**src/rtl/ram_ctrl.sv**
```systemverilog
// ram_ctrl: burst controller in front of a negedge-sampled single-port RAM.
// Requests start write or read bursts of 1..16 words. Write data arrives on a
// per-beat handshake. Read data comes back one cycle after each read is issued.
// Optional feature macro: RAM_CTRL_READBACK_EN adds a read-back check of every
// written word and the sticky err/err_addr outputs.
module ram_ctrl #(
  parameter int DATA_WIDTH = 16,
  parameter int ADDR_WIDTH = 8
) (
  input  logic                  clk,
  input  logic                  rst_n,
  input  logic                  req_valid,
  output logic                  req_ready,
  input  logic                  req_write,
  input  logic [ADDR_WIDTH-1:0] req_addr,
  input  logic [3:0]            req_len,
  input  logic                  wr_valid,
  output logic                  wr_ready,
  input  logic [DATA_WIDTH-1:0] wr_data,
  output logic                  rd_valid,
  output logic [DATA_WIDTH-1:0] rd_data,
  output logic                  rd_last,
  output logic                  busy,
  output logic [ADDR_WIDTH-1:0] ram_address,
  output logic [DATA_WIDTH-1:0] ram_data_in,
  output logic                  ram_cs,
  output logic                  ram_we,
  output logic                  ram_oe,
  input  logic [DATA_WIDTH-1:0] ram_data_out
`ifdef RAM_CTRL_READBACK_EN
  ,
  output logic                  err,
  output logic [ADDR_WIDTH-1:0] err_addr
`endif
);

  typedef enum logic [1:0] {
    IDLE  = 2'd0,
    WRITE = 2'd1,
    READ  = 2'd2
  } state_t;

  state_t                r_state;
  logic                  r_live;
  logic [ADDR_WIDTH-1:0] r_curAddr;
  logic [3:0]            r_beatCnt;
  logic                  r_ramCs;
  logic                  r_ramWe;
  logic                  r_ramOe;
  logic [ADDR_WIDTH-1:0] r_ramAddress;
  logic [DATA_WIDTH-1:0] r_ramDataIn;
  logic                  r_issueRead;
  logic                  r_issueLast;
  logic                  r_rdValid;
  logic                  r_rdLast;
  logic [DATA_WIDTH-1:0] r_rdData;

  state_t                w_nextState;
  logic [ADDR_WIDTH-1:0] w_nextCurAddr;
  logic [3:0]            w_nextCnt;
  logic                  w_nextCs;
  logic                  w_nextWe;
  logic                  w_nextOe;
  logic [ADDR_WIDTH-1:0] w_nextRamAddr;
  logic [DATA_WIDTH-1:0] w_nextRamData;
  logic                  w_nextIssueRead;
  logic                  w_nextIssueLast;
  logic                  w_reqFire;

`ifdef RAM_CTRL_READBACK_EN
  logic                  r_rbPending;
  logic                  r_rbCheck;
  logic [ADDR_WIDTH-1:0] r_rbAddr;
  logic [DATA_WIDTH-1:0] r_rbData;
  logic                  r_err;
  logic [ADDR_WIDTH-1:0] r_errAddr;
  logic                  w_nextRbPending;
  logic                  w_nextRbCheck;
  logic [ADDR_WIDTH-1:0] w_nextRbAddr;
  logic [DATA_WIDTH-1:0] w_nextRbData;

  // Write data is refused while the read-back of the previous word is issued.
  assign wr_ready = (r_state == WRITE) && !r_rbPending;
  assign err      = r_err;
  assign err_addr = r_errAddr;
`else
  assign wr_ready = (r_state == WRITE);
`endif

  // r_live keeps req_ready low until the first edge after reset is released.
  assign req_ready   = (r_state == IDLE) && r_live;
  assign busy        = (r_state != IDLE);
  assign w_reqFire   = req_valid && req_ready;
  assign ram_cs      = r_ramCs;
  assign ram_we      = r_ramWe;
  assign ram_oe      = r_ramOe;
  assign ram_address = r_ramAddress;
  assign ram_data_in = r_ramDataIn;
  assign rd_valid    = r_rdValid;
  assign rd_last     = r_rdLast;
  assign rd_data     = r_rdData;

  // Next-state and next RAM command; r_beatCnt always holds beats left minus one.
  always_comb begin
    w_nextState     = r_state;
    w_nextCurAddr   = r_curAddr;
    w_nextCnt       = r_beatCnt;
    w_nextCs        = 1'b0;
    w_nextWe        = 1'b0;
    w_nextOe        = 1'b0;
    w_nextRamAddr   = r_ramAddress;
    w_nextRamData   = r_ramDataIn;
    w_nextIssueRead = 1'b0;
    w_nextIssueLast = 1'b0;
`ifdef RAM_CTRL_READBACK_EN
    w_nextRbPending = r_rbPending;
    w_nextRbCheck   = 1'b0;
    w_nextRbAddr    = r_rbAddr;
    w_nextRbData    = r_rbData;
`endif
    case (r_state)
      IDLE: begin
        if (w_reqFire) begin
          if (req_write) begin
            w_nextState   = WRITE;
            w_nextCurAddr = req_addr;
            w_nextCnt     = req_len;
          end else begin
            w_nextCs        = 1'b1;
            w_nextOe        = 1'b1;
            w_nextRamAddr   = req_addr;
            w_nextIssueRead = 1'b1;
            w_nextIssueLast = (req_len == 4'd0);
            w_nextCurAddr   = req_addr + ADDR_WIDTH'(1);
            w_nextCnt       = req_len - 4'd1;
            w_nextState     = (req_len == 4'd0) ? IDLE : READ;
          end
        end
      end
      WRITE: begin
`ifdef RAM_CTRL_READBACK_EN
        if (r_rbPending) begin
          w_nextCs        = 1'b1;
          w_nextOe        = 1'b1;
          w_nextRamAddr   = r_rbAddr;
          w_nextRbCheck   = 1'b1;
          w_nextRbPending = 1'b0;
          if (r_beatCnt == 4'd0) begin
            w_nextState = IDLE;
          end else begin
            w_nextCnt = r_beatCnt - 4'd1;
          end
        end else if (wr_valid) begin
          w_nextCs        = 1'b1;
          w_nextWe        = 1'b1;
          w_nextRamAddr   = r_curAddr;
          w_nextRamData   = wr_data;
          w_nextCurAddr   = r_curAddr + ADDR_WIDTH'(1);
          w_nextRbPending = 1'b1;
          w_nextRbAddr    = r_curAddr;
          w_nextRbData    = wr_data;
        end
`else
        if (wr_valid) begin
          w_nextCs      = 1'b1;
          w_nextWe      = 1'b1;
          w_nextRamAddr = r_curAddr;
          w_nextRamData = wr_data;
          w_nextCurAddr = r_curAddr + ADDR_WIDTH'(1);
          if (r_beatCnt == 4'd0) begin
            w_nextState = IDLE;
          end else begin
            w_nextCnt = r_beatCnt - 4'd1;
          end
        end
`endif
      end
      READ: begin
        w_nextCs        = 1'b1;
        w_nextOe        = 1'b1;
        w_nextRamAddr   = r_curAddr;
        w_nextIssueRead = 1'b1;
        w_nextIssueLast = (r_beatCnt == 4'd0);
        w_nextCurAddr   = r_curAddr + ADDR_WIDTH'(1);
        if (r_beatCnt == 4'd0) begin
          w_nextState = IDLE;
        end else begin
          w_nextCnt = r_beatCnt - 4'd1;
        end
      end
      default: begin
        w_nextState = IDLE;
      end
    endcase
  end

  // State register; reset aborts any burst in flight.
  always_ff @(posedge clk or negedge rst_n) begin
    if (!rst_n) begin
      r_state <= IDLE;
      r_live  <= 1'b0;
    end else begin
      r_state <= w_nextState;
      r_live  <= 1'b1;
    end
  end

  // RAM command registers, stable by the negedge at which the RAM samples them.
  always_ff @(posedge clk or negedge rst_n) begin
    if (!rst_n) begin
      r_curAddr    <= '0;
      r_beatCnt    <= '0;
      r_ramCs      <= 1'b0;
      r_ramWe      <= 1'b0;
      r_ramOe      <= 1'b0;
      r_ramAddress <= '0;
      r_ramDataIn  <= '0;
      r_issueRead  <= 1'b0;
      r_issueLast  <= 1'b0;
    end else begin
      r_curAddr    <= w_nextCurAddr;
      r_beatCnt    <= w_nextCnt;
      r_ramCs      <= w_nextCs;
      r_ramWe      <= w_nextWe;
      r_ramOe      <= w_nextOe;
      r_ramAddress <= w_nextRamAddr;
      r_ramDataIn  <= w_nextRamData;
      r_issueRead  <= w_nextIssueRead;
      r_issueLast  <= w_nextIssueLast;
    end
  end

  // Capture read data one cycle after the read was issued.
  always_ff @(posedge clk or negedge rst_n) begin
    if (!rst_n) begin
      r_rdValid <= 1'b0;
      r_rdLast  <= 1'b0;
      r_rdData  <= '0;
    end else begin
      r_rdValid <= r_issueRead;
      r_rdLast  <= r_issueRead && r_issueLast;
      if (r_issueRead) begin
        r_rdData <= ram_data_out;
      end
    end
  end

`ifdef RAM_CTRL_READBACK_EN
  // Read-back bookkeeping and sticky error capture against the held write data.
  always_ff @(posedge clk or negedge rst_n) begin
    if (!rst_n) begin
      r_rbPending <= 1'b0;
      r_rbCheck   <= 1'b0;
      r_rbAddr    <= '0;
      r_rbData    <= '0;
      r_err       <= 1'b0;
      r_errAddr   <= '0;
    end else begin
      r_rbPending <= w_nextRbPending;
      r_rbCheck   <= w_nextRbCheck;
      r_rbAddr    <= w_nextRbAddr;
      r_rbData    <= w_nextRbData;
      if (r_rbCheck && (ram_data_out != r_rbData) && !r_err) begin
        r_err     <= 1'b1;
        r_errAddr <= r_rbAddr;
      end
    end
  end
`endif

endmodule

```
**config.mk**
```make
export PLATFORM = sky130hd
export DESIGN_NAME = ram_ctrl
export DESIGN_NICKNAME = d
export VERILOG_FILES = /design/src/rtl/ram_ctrl.sv
export SDC_FILE = /design/constraint.sdc
export NUM_CORES = 1
export LEC_CHECK = 0
export ABC_AREA = 0
export BUFFER_PORTS_ARGS = -buffer_cell sky130_fd_sc_hd__buf_4
export CORE_UTILIZATION = 35
export CTS_BUF_LIST = sky130_fd_sc_hd__clkbuf_2
export DETAILED_ROUTE_END_ITERATION = 7
export MAX_ROUTING_LAYER = met4
export PLACE_DENSITY_LB_ADDON = 0.12
export SYNTH_ARGS = -nofsm -noshare
export SYNTH_HDL_FRONTEND = slang
export SYNTH_SLANG_ARGS = --single-unit
```
**constraint.sdc**
```tcl
create_clock -name clk -period 2.3 [get_ports clk]
set_input_delay 0.23 -clock clk [delete_from_list [all_inputs] [get_ports clk]]
set_output_delay 0.23 -clock clk [all_outputs]
set_load 0.1 [all_outputs]
```
-- Word-level counts from Yosys, hierarchy flattened
Cells that the tools add are included.
- muxes and demuxes: 28
- reduce and logical (&&, ||, !) cells: 12
- bitwise operators: 0
- equal/unequal tests: 5
- $add $sub $neg: 4
- shift-type cells: 0
- order comparisons: 0
- divide/modulo/power cells: 0
- multipliers: 0
- operators by type and width (cell ; number):
    $mux W8 ; 6
    $pmux W8 S3 ; 2
    $add A8 B1 Y8 const B ; 2
    $mux W4 ; 4
    $pmux W4 S3 ; 1
    $mux W2 ; 5
    $logic_not A4 Y1 ; 2
    $sub A4 B1 Y4 const B ; 2
    $mux W1 ; 6
    $ne A2 B2 Y1 const B ; 3
    $pmux W2 S3 ; 1
    $pmux W1 S2 ; 2
    $reduce_and A2 Y1 ; 2
    $reduce_and A4 Y1 ; 1
    $logic_and A1 B1 Y1 ; 3
    $pmux W1 S3 ; 1
    $reduce_and A3 Y1 ; 1
    $reduce_bool A3 Y1 ; 1
    $eq A2 B1 Y1 const B ; 1
    $eq A2 B2 Y1 const B ; 1
    $logic_not A2 Y1 ; 1
    $reduce_bool A2 Y1 ; 1
- ROM bits: 0
- input port bits: 49
- output and inout bits: 48
- memories: 0
- bits in latches: 0
- memory bits (writable): 0
- flip-flop bits (word level): 61

-- Depth between registers and ports, before layout
- depth after elaboration: 5
- gate-level depth with buffers: 8

-- Least setup slack after synthesis
Ideal clock, no wire load.
- kind: register -> register
- start point: register r_state[1]
- end point: register r_ramAddress[0], in the netlist ram_address[0]
- path buffers: 1
- setup time: 128 ps
- arrival: 2421 ps
- path slack: -249 ps
- cell stages (with the launch flop): 8
- cells stage by stage: dfrtp_1 -> inv_1 -> ha_1 -> nor2b_1 -> or3_1 -> buf_2 -> nor2_4 -> mux2_1
- elaborated cells between the ends (all ways): 11
- classes of those cells: eq/ne: 5; mux: 1; reduce/logical: 5
- RTL lines (element ; RTL line ; source):
    start, declared ; 43 ; state_t r_state;
    start signal, assigned ; 203 ; r_state <= w_nextState;
    $eq A2 B1 Y1 (*) ; - ;
    net wr_ready ; 18 ; output logic wr_ready,
    $ne A2 B2 Y1 (no line) or $reduce_bool A3 Y1 (tied branches) ; - ;
    $reduce_and A4 Y1 (no line) ; - ;
    end signal, assigned ; 226 ; r_ramAddress <= w_nextRamAddr;
    end, declared ; 50 ; logic [ADDR_WIDTH-1:0] r_ramAddress;
Mark *: on every way through the listed nets, which the timed path passes. The rest lies on a longest branch.
A chain may end at the register's enable or synchronous reset.

-- Worst setup path in the final report
- start point: register r_state[0]
- end point: register r_ramAddress[6], in the netlist ram_address[6]
- word-level cells in the longest chain between the ends: 5
- elaborated cells between the ends (all ways): 11
- classes of those cells: eq/ne: 5; mux: 1; reduce/logical: 5
- ends and longest elaborated chain (element ; RTL line ; source):
    $logic_not A2 Y1 ; 91, 121 ;
    $logic_and A1 B1 Y1 ; 91 ; assign req_ready = (r_state == IDLE) && r_live;
    $logic_and A1 B1 Y1 ; 93 ; assign w_reqFire = req_valid && req_ready;
    $ne A2 B2 Y1 (no line) ; - ;
    $reduce_and A4 Y1 (no line) ; - ;
Parallel ways exist; a longest one is shown, timed or not.

==> impl_metrics.csv <==
group,metric,value,unit
worst_setup_path,worst-r2r-cell-count,6,
yosys,async_flop_share,100,%
worst_setup_path,path_max_fanout,10,
hold_path,hp-class,"in -> reg",
sta,finalHoldViolations,0,
clock_tree,clkTransAtPathRegs,0.18,ns
clock_tree,cts.sinks,61,
worst_setup_path,arrival,2.54,ns
route,vias,2407,
route,drtIter0Drc,60,
yosys,ys.flop_type,"dfrtp_1",
sta,setup_violations,0,
layout,layout-drive-gt1-share,39.2,%
yosys,syn-cell-area,2950,sq um
global_route,track_usage,17.3,%
worst_setup_path,worstReg2RegEnd,"ram_address[6]",
worst_setup_path,critPathRequiredTime,2.68,ns
sta,slew_violations,0,
layout,area_growth_syn_to_layout,44.6,%
die,row_count,33,
die,core,8180,sq um
worst_setup_path,cp-endpoint,"ram_address[6]",
sta,fin_crit_sh,93.9,%
yosys,yosys.cell_types.count,45,
sta,max_freq,463,MHz
global_route,overflow,0,
layout,num-fill-cells,773,
placement,dp_hpwl,4850,um
clock_tree,cts_tree,"built",
sta,rsz0062_at_grt,"false",
global_route,grt_first_pass_wirelength,11400,um
yosys,yosys_warnings,0,
yosys,syn_nets,313,
sta,skew,0.0209,ns
route,detail_route.wl_per_cell,13.3,um
worst_setup_path,r2r_start,"r_state[0]",
die,pin_count,97,
worst_setup_path,startpoint_type,"flop",
status,status,"complete, no violations",
global_route,grt_max_degree,62,
yosys,synth_seq_cells,61,
route,drt_wl_total,6760,um
worst_setup_path,cp-startpoint,"r_state[0]",
placement,pre_cts_slack,0.139,ns
yosys,synth.yosys.seq_area_share,51.7,%
die,die_area,8810,sq um
sta,period_minus_slack,2.16,ns
route,drcViolationCount,0,
die,die_y,93.9,um
clock_tree,root_buffer,"clkbuf_2",
sta,worst_slack,0.139,ns
clock_tree,cts_buffers,9,
layout,antenna_cells,0,
worst_setup_path,end_kind,"flop",
layout,post-route-util,52.2,%
clock_tree,clockBufferDepth,2,
yosys,synth-edff-count,0,
sta,slew_headroom,48.2,%
yosys,postSynthAreaPerCell,11.5,sq um
route,antenna_left,0,
placement,gp_congestion,0.766,
global_route,antenna_found_initial,0,
job,cap_viol_max_count,0,
route,first_pass_iters,4,
route,via_per_inst,4.74,
die,die_w,93.9,um
yosys,synth_cells,256,
sta,fin_tns_setup,0,ns
clock_tree,cts_setup_buffers,0,
worst_setup_path,reg2reg_slack,0.14,ns
clock_tree,htreeDepth,3,
clock_tree,clock_latency,0.48,ns
worst_setup_path,timing.setup.critical_path_class,"reg -> reg",
die,initial_core_util,36.1,%
sta,worstMarginPinSlew,0.776,ns
placement,portBuffers,96,
global_route,grt_pass1_vias,2398,
layout,nets,455,
==> routing by layer <==
metal  up-vias  track usage [%]  wire (um)
met5         -                -          0
met3         8             3.32        297
li1       1196                -          -
met2        57             27.3       3260
met4         0             6.92         95
met1      1146             22.0       3110
==> stage by stage <==
step	cell area [sq um]	hold WS, ns	cells
after floorplan	2960	-0.0656	256
after global placement	3850	0.369	459
after detailed placement	3850	0.369	459
after CTS	4270	0.00708	508
after global routing	4270	0.0427	508
final	4270	0.0460	508
==> kinds of logic (layout without fill, tap and decap cells) <==
logic type | Yosys count | in the layout | share of synthesized area, %
and+or+nand+nor | 63 | 63 | 11.6
adders and majority gates | 8 | 8 | 3.39
muxes | 46 | 46 | 17.5
DFF | 61 | 61 | 51.7
other | 1 | 1 | 0.127
xor gates and xnor gates | 8 | 8 | 2.37
AOI/OAI and AO/OA | 43 | 43 | 9.62
buffers and inverters | 26 | 173 | 3.69
==> repair_timing <==
| action | CTS | global route |
|---|---|---|
| resized for setup | 0 | 0 |
| hold endpoints to repair | 93 | 0 |
| hold buffers | 33 | 0 |
==> synth_stat cells, types with 2 or more instances <==
cell type  instances  share of area, %
o21ai_1            6               1.0
nand2_1           17               2.2
o21ai_0           14               2.4
nor3_1             6               1.0
clkbuf_1           6              0.76
buf_2              3              0.51
xor2_1             2              0.59
nor4_1             5               1.1
xnor2_1            6               1.8
and2_1             4              0.85
nand4b_1           2              0.59
nand4_1            2              0.42
dfrtp_1           61                52
nand3_1            3              0.51
or3_1              3              0.64
nor2_1             6              0.76
a21oi_1            6               1.0
and3_1             3              0.64
inv_1             15               1.9
ha_1               8               3.4
nand2b_1           2              0.42
a221oi_1           2              0.59
o22ai_1            2              0.42
mux2_1            16               6.1
a22oi_1            3              0.76
mux2_2            29                11
nor2b_1            6               1.3
==> worst max-delay path, cell delays in order, from the launching register on <==
cell,delay (ns)
dfrtp_1,0.41
inv_1,0.08
ha_1,0.23
a21boi_1,0.14
or3_1,0.54
nor2_4,0.31
mux2_1,0.36
==> placed cells by master, fill, tap and decap left out, types with 2 or more instances in the layout <==
| cell | n |
|---|---|
| and3_1 | 3 |
| and2_1 | 4 |
| nand2b_1 | 2 |
| buf_4 | 108 |
| ha_1 | 7 |
| nand3_1 | 3 |
| nor2b_1 | 6 |
| o22ai_1 | 2 |
| a22oi_1 | 3 |
| dfrtp_1 | 61 |
| mux2_1 | 16 |
| inv_1 | 15 |
| or3_1 | 3 |
| dlygate4sd3_1 | 33 |
| xor2_1 | 2 |
| o21ai_1 | 6 |
| a221oi_1 | 2 |
| xnor2_1 | 6 |
| o21ai_0 | 14 |
| mux2_2 | 29 |
| clkbuf_2 | 11 |
| nor3_1 | 6 |
| clkinvlp_4 | 3 |
| nor2_1 | 6 |
| nor4_1 | 5 |
| nand4_1 | 2 |
| nand2_1 | 17 |
| a21oi_1 | 6 |
| nand4b_1 | 2 |
==> worst min-delay path by stage <==
stage	from	endpoint	cells past startpoint
finish	req_addr[6]	r_curAddr[6]	3
global route	req_addr[6]	r_curAddr[6]	3
CTS	req_addr[6]	r_curAddr[6]	3
detailed placement	rst_n	rd_data[9]	1
global placement	rst_n	rd_data[9]	1
floorplan	rst_n	r_beatCnt[0]	0
==> cell type report <==
cell class	instances	area (sq um)	area share [%]
multi-input cells	169	1320	30.9
well taps	105	131	3.08
inverters	16	60.1	1.41
repair buffers	141	1140	26.7
flip-flops and latches	61	1530	35.7
clock buffers	11	55.1	1.29
clock inverters	5	36.3	0.850
==> registers in the layout, indices dropped and copies added (netlist names) <==
name	flops
rd_valid	1
r_live	1
rd_data	16
r_state	2
r_curAddr	8
ram_address	8
r_issueRead	1
ram_data_in	16
rd_last	1
r_issueLast	1
r_beatCnt	4
ram_cs	1
ram_we	1
Power is not shown: default switching activity piles up to over one toggle a cycle in this logic, so the estimate is an artifact.
